--- src/rtl/fifo_word_reader.sv ---
// rtl/fifo_word_reader.sv - packs bytes from a byte FIFO into 32-bit words, with flush of partial words
module fifo_word_reader (
    input  logic        clk,
    input  logic        rst,
    input  logic        fifo_empty,
    output logic        fifo_rd_en,
    input  logic [7:0]  fifo_rd_data,
    input  logic        flush,
    output logic        out_valid,
    input  logic        out_ready,
    output logic [31:0] out_data,
    output logic [2:0]  out_bytes,
    output logic        busy
);

    typedef enum logic [1:0] {
        S_FILL  = 2'd0,
        S_DRAIN = 2'd1,
        S_OUT   = 2'd2
    } state_t;

    state_t      r_state;
    state_t      w_state_nxt;
    logic [2:0]  r_cnt;
    logic        r_pend;
    logic        r_flush_req;
    logic        r_run;
    logic [31:0] r_asm;
    logic [2:0]  r_out_bytes;

    logic [2:0]  w_sum;
    logic        w_xfer;
    logic        w_clear;
    logic        w_flush_nxt;
    logic [2:0]  w_out_bytes_nxt;

    // Byte count once the outstanding read (if any) lands at the coming edge.
    assign w_sum = r_cnt + {2'b00, r_pend};

    // r_run holds reads off until the first clock edge after reset release.
    assign fifo_rd_en = r_run && (r_state == S_FILL) && !fifo_empty
                        && !r_flush_req && (w_sum < 3'd4);

    assign out_valid = (r_state == S_OUT);
    assign out_data  = out_valid ? r_asm : 32'd0;
    assign out_bytes = r_out_bytes;
    assign busy      = (r_cnt != 3'd0) || r_pend || r_flush_req || out_valid;
    assign w_xfer    = out_valid && out_ready;

    always_comb begin
        w_state_nxt     = r_state;
        w_flush_nxt     = r_flush_req;
        w_out_bytes_nxt = r_out_bytes;
        w_clear         = 1'b0;
        case (r_state)
            S_FILL: begin
                if (flush) begin
                    w_flush_nxt = 1'b1;
                end
                // A full word always goes out first; a pending flush survives it.
                if (w_sum == 3'd4) begin
                    w_state_nxt     = S_OUT;
                    w_out_bytes_nxt = 3'd4;
                end else if (r_flush_req) begin
                    if (r_pend) begin
                        w_state_nxt = S_DRAIN;
                    end else if (r_cnt != 3'd0) begin
                        w_state_nxt     = S_OUT;
                        w_out_bytes_nxt = r_cnt;
                    end else if (!flush) begin
                        w_flush_nxt = 1'b0;
                    end
                end
            end
            S_DRAIN: begin
                w_state_nxt     = S_OUT;
                w_out_bytes_nxt = w_sum;
            end
            S_OUT: begin
                if (w_xfer) begin
                    w_state_nxt     = S_FILL;
                    w_clear         = 1'b1;
                    w_out_bytes_nxt = 3'd0;
                    if (r_out_bytes != 3'd4) begin
                        w_flush_nxt = 1'b0;
                    end
                end
            end
            default: begin
                w_state_nxt = S_FILL;
            end
        endcase
    end

    always_ff @(posedge clk or negedge rst) begin
        if (!rst) begin
            r_state     <= S_FILL;
            r_cnt       <= 3'd0;
            r_pend      <= 1'b0;
            r_flush_req <= 1'b0;
            r_run       <= 1'b0;
            r_asm       <= 32'd0;
            r_out_bytes <= 3'd0;
        end else begin
            r_run       <= 1'b1;
            r_state     <= w_state_nxt;
            r_flush_req <= w_flush_nxt;
            r_out_bytes <= w_out_bytes_nxt;
            r_pend      <= fifo_rd_en;
            if (w_clear) begin
                r_cnt <= 3'd0;
                r_asm <= 32'd0;
            end else if (r_pend) begin
                r_cnt                            <= r_cnt + 3'd1;
                r_asm[{r_cnt[1:0], 3'b000} +: 8] <= fifo_rd_data;
            end
        end
    end

endmodule

--- config.mk ---
export PLATFORM = sky130hd
export DESIGN_NAME = fifo_word_reader
export DESIGN_NICKNAME = d
export VERILOG_FILES = /design/src/rtl/fifo_word_reader.sv
export SDC_FILE = /design/constraint.sdc
export NUM_CORES = 1
export LEC_CHECK = 0
export BUFFER_PORTS_ARGS = -buffer_cell sky130_fd_sc_hd__buf_2
export CAP_MARGIN = 20
export CORE_MARGIN = 1.5
export CORE_UTILIZATION = 57
export DETAILED_ROUTE_END_ITERATION = 10
export PLACE_DENSITY = 0.84
export SYNTH_ARGS = -nofsm -noshare
export SYNTH_HDL_FRONTEND = slang
export SYNTH_SLANG_ARGS = --single-unit
--- constraint.sdc ---
create_clock -name clk -period 3.33 [get_ports clk]
set_input_delay 0.666 -clock clk [delete_from_list [all_inputs] [get_ports clk]]
set_output_delay 0.666 -clock clk [all_outputs]
set_load 0.01 [all_outputs]
# Word level (Yosys, flattened, before mapping)
# Index checks and enable logic that the tools add are counted.
[word_totals] register_bits=43 in_bits=13 wordCells=70 output_inout_bits=38
[op_classes] magnitude_cmp=1 eq_ne=10 n_shift=2 muxes=29 n_reduce_logical=18 n_addsub=3
[ops] operator="2-to-1 mux 32 bit" n=3
[ops] operator="bitwise mux 32 bit" n=1
[ops] operator="variable shift 8 x 7 -> 32 bit, first input constant" n=1
[ops] operator="indexed part select 8 x 7 -> 32 bit" n=1
[ops] operator="2-to-1 mux 3 bit" n=7
[ops] operator="2-to-1 mux 1 bit" n=10
[ops] operator="2-to-1 mux 2 bit" n=5
[ops] operator="one-hot mux 3 bit (3 select lines)" n=1
[ops] operator="negation 5 -> 7 bit" n=1
[ops] operator="!= test 3 x 2 -> 1 bit, second input constant" n=2
[ops] operator="one-hot mux 2 bit (3 select lines)" n=1
[ops] operator="AND reduction 3 bit" n=2
[ops] operator="nonzero test 3 bit" n=2
[ops] operator="logical AND 1 bit" n=5
[ops] operator="AND reduction 5 bit" n=1
[ops] operator="!= test 2 x 1 -> 1 bit, second input constant" n=2
[ops] operator="!= test 4 x 2 -> 1 bit, second input constant" n=1
[ops] operator="nonzero test 2 bit" n=2
[ops] operator="adder 3 x 1 -> 3 bit" n=1
[ops] operator="adder 3 x 1 -> 3 bit, second input constant" n=1
[ops] operator="== test 3 bit, second input constant" n=1
[ops] operator="logical OR 1 bit" n=3
[ops] operator="less-than comparator 3 bit, second input constant" n=1
[ops] operator="!= test 3 x 1 -> 1 bit, second input constant" n=1
[ops] operator="other kinds (6)" n=7

# Longest topological paths before layout
[logic_depth] depth_word=7 depth_mapped=8

# Least setup slack after synthesis
# OpenSTA, ideal clock, no wires.
[synth_path] path_type="reg2out" startpoint="register r_cnt[0]" endpoint="output busy" path_slack_ps=989 arrival_time_ps=1675 path_stages_with_launch=6 path_buffers=1 required_time_ps=2664 cell_sequence="dfrtp_1 -> clkbuf_1 -> inv_1 -> ha_1 -> or3b_2 -> or3_1"
[synth_via] elab_chain_cells=4
[synth_lines] element="start, declared" line_no="24" source="logic [2:0] r_cnt;"
[synth_lines] element="start signal, assigned" line_no="114" source="r_cnt <= r_cnt + 3'd1;"
[synth_lines] element="nonzero test 3 bit" line_no="47" source="assign busy = (r_cnt != 3'd0) || r_pend || r_flush_req || out_valid;"
[synth_lines] element="logical OR 1 bit (3 in a row)" line_no="47"
[synth_lines] element="end, declared" line_no="13" source="output logic busy"
# No other way between the ends.

# Worst setup path in the final report
# Same ends and word-level chain as after synthesis.

==> run metrics <==
Simple-Gate Fraction of Synth Area 19.64%; TritonCTS Buffers 5; share of the clock period used by the worst path between 80% and 90%; Detailed Route WL 4.569 mm; Synth Flop Type dfrtp_1; CTS Root Cell clkbuf_8; Post-Synth XOR/XNOR Area 1.224%; post-synthesis compound-gate area fraction 17.42%; Max-Cap Viols 0; share of post-route cells with drive strength above 1 24.62%; largest net degree at the start of global routing 44; clock sinks 43; switch share 39.90%; Routed Antenna Nets 0; clock network power share 20.4%; Syn. warnings 0; commonest non-fill, non-tap cell in the layout buf_2; flops & latches, synth 43; worst slew pin tran 0.9017 ns; H-tree levels 2; Setup crit start r_cnt[0]; worst skew pair latency between 0.3 and 0.4 ns; Hold Path Class in2async; Rel. slew slack 39.89%; # setup viols final 0; Reg-to-Reg Start r_pend; CTS clock-pin slew for the worst setup and hold paths 0.08 ns; residual DRC count 0; # hold bufs at CTS 0; Hold Vio Cnt, Final 0; outcome complete, no violations; Pins Over Slew Limit 0; switching pwr between 0.6 and 0.7 mW; CP Max Fanout 10; worst path arrival time 2.11 ns; Area growth syn-to-layout 17.89%; Critical R2R Capture out_bytes[0]; drt pass-1 iters 4; worst vdd ir 342.1 uV; core area 3633 um2; routed length per placed instance about 15 um; top cell type's share of synthesized area 50.12%; Distinct cells, synth 35; dpl cell area 2446 um2; post-synth top area cell dfrtp_1; Port Buffers 50; RePlAce Congestion between 0.8 and 0.9; max frequency 0.3601 GHz; CP Class reg2out; post-DP HPWL 3.228 mm; Sequential Power Share 40.5%; DRT iter0 DRCs 73; required time of the worst setup path 2.66 ns; Vias/cell 5.425; first-pass GRT wire length 7.700 mm; Vert. Die Dim 64.38 um; Fin Clk Skew 0.007736 ns; PostCTS Resize Cnt 0; # IOs a little over 50; DR vias 1671; Synth Area in Adders about 6.4%; FF-to-FF setup slack 0.91 ns; GRT Util Overall 24.81%; Synth Net Count around 230; Cells after Synth between 200 and 250; CTS Buffer Depth 2; vias in the first global route 1561; GR Overflow Total 0; area of the die about 4100 um2; internal power around 0.96 mW; std cell rows 22; Critical Path End Type primary output; initial antenna violation count 0; most frequent cells in the layout buf_2 (50), dfrtp_1 (43), and2_1 (33); RSZ-0062 raised after global routing false; Post-synth EDFFs 0; postcts setup bufs 0; proportion of synthesized area in mux cells under 10%; R2R cell count 6; Mapped Area 2147 um2; Core Util, Final 69.66%; crit path time final 2.777 ns; Logic pwr share 39.0%; Die X about 64 um; Seq/Total Area, Yosys 50.12%; Mean Syn Cell Area approximately 10 um2; P per Cell Area 630.4 nW/um2; async set or reset register ratio after synthesis between 90% and 100%; n_diodes 0; initial core utilization 59.09%; Final Cell Area 2531 um2; startpoint types flip-flop; final setup TNS 0 ns; Nets between 200 and 300; TritonCTS clock tree built; main combinational cell family by area after synthesis simple AND/OR/NAND/NOR gates; Synth area leaders dfrtp_1 (50%), a22o_1 (9.8%), and2_1 (9.6%); Leakage Power 1.329 nW
-- final cells by class --
class | count | area (um2)
Fill cell | 312 | 1102
Sequential cell | 43 | 1076
Multi-Input combinational cell | 150 | 1018
Timing Repair Buffer | 52 | 265.3
Clock buffer | 6 | 72.57
Tap cell | 48 | 60.06
Inverter | 7 | 26.28
Clock inverter | 2 | 12.51
-- critical path, cell delays in order, from the launching register on --
cell and delay, ns:
dfrtp_1 0.51, inv_1 0.17, ha_1 0.20, or3b_2 0.48, or3_1 0.31, buf_2 0.15
-- synth_stat cells, drive strengths merged, types with 2 or more instances --
cell    count
a22o       24
clkbuf      6
dfrtp      43
nand2      29
and2       33
nor3        2
a31oi       2
nor2b       2
nor2        7
ha         11
o21ai       9
mux2        4
inv         7
a32o        2
xnor2       2
a21oi       7
-- registers in the layout, indices dropped and copies added, names as in the netlist --
register,count
r_cnt,3
r_run,1
r_flush_req,1
r_asm,32
r_pend,1
out_bytes,3
r_state,2
-- per-stage QoR --
stage | power [mW] | cells | hold WS, ns | setup WS (ns)
3_5_place_dp | 1.273 | 300 | 0.4665 | 0.8940
6_report | 1.596 | 308 | 0.4800 | 0.5532
2_1_floorplan | 1.095 | 207 | 0.3704 | 0.9888
3_3_place_gp | 1.251 | 300 | 0.4559 | 0.9397
4_1_cts | 1.600 | 308 | 0.4850 | 0.5610
5_1_grt | 1.712 | 308 | 0.5111 | 0.4551
-- power by group through the flow --
stage | logic (mW) | clock network (mW) | registers, mW
after floorplan | 0.463 | 0 | 0.632
after global placement | 0.599 | 0 | 0.652
after detailed placement | 0.615 | 0 | 0.657
after CTS | 0.621 | 0.333 | 0.647
after global routing | 0.702 | 0.352 | 0.658
final | 0.623 | 0.326 | 0.647
-- logic make-up after synthesis --
kind of cell,count (synthesis)
buf+inv,14
xor+xnor,3
mux,5
fa+ha+maj,11
flops,43
other cells,1
compound gates,50
simple gates,80
-- how the worst max path moves through the flow --
| stage | to | slack, ns |
|---|---|---|
| after CTS | busy | 0.56 |
| after global routing | busy | 0.46 |
| after detailed placement | busy | 0.89 |
| after global placement | busy | 0.94 |
| after floorplan | busy | 0.99 |
| final | busy | 0.55 |
-- metal layers --
layer  track usage (%)  vias to the layer above  wire length (um)
met5                 0                        -                 0
met4             8.777                        0                66
met3             5.986                        7               238
met2             36.72                       49              2064
met1             35.80                      790              2200
li1                  -                      825                 -
(Power assumes the default switching activity.)
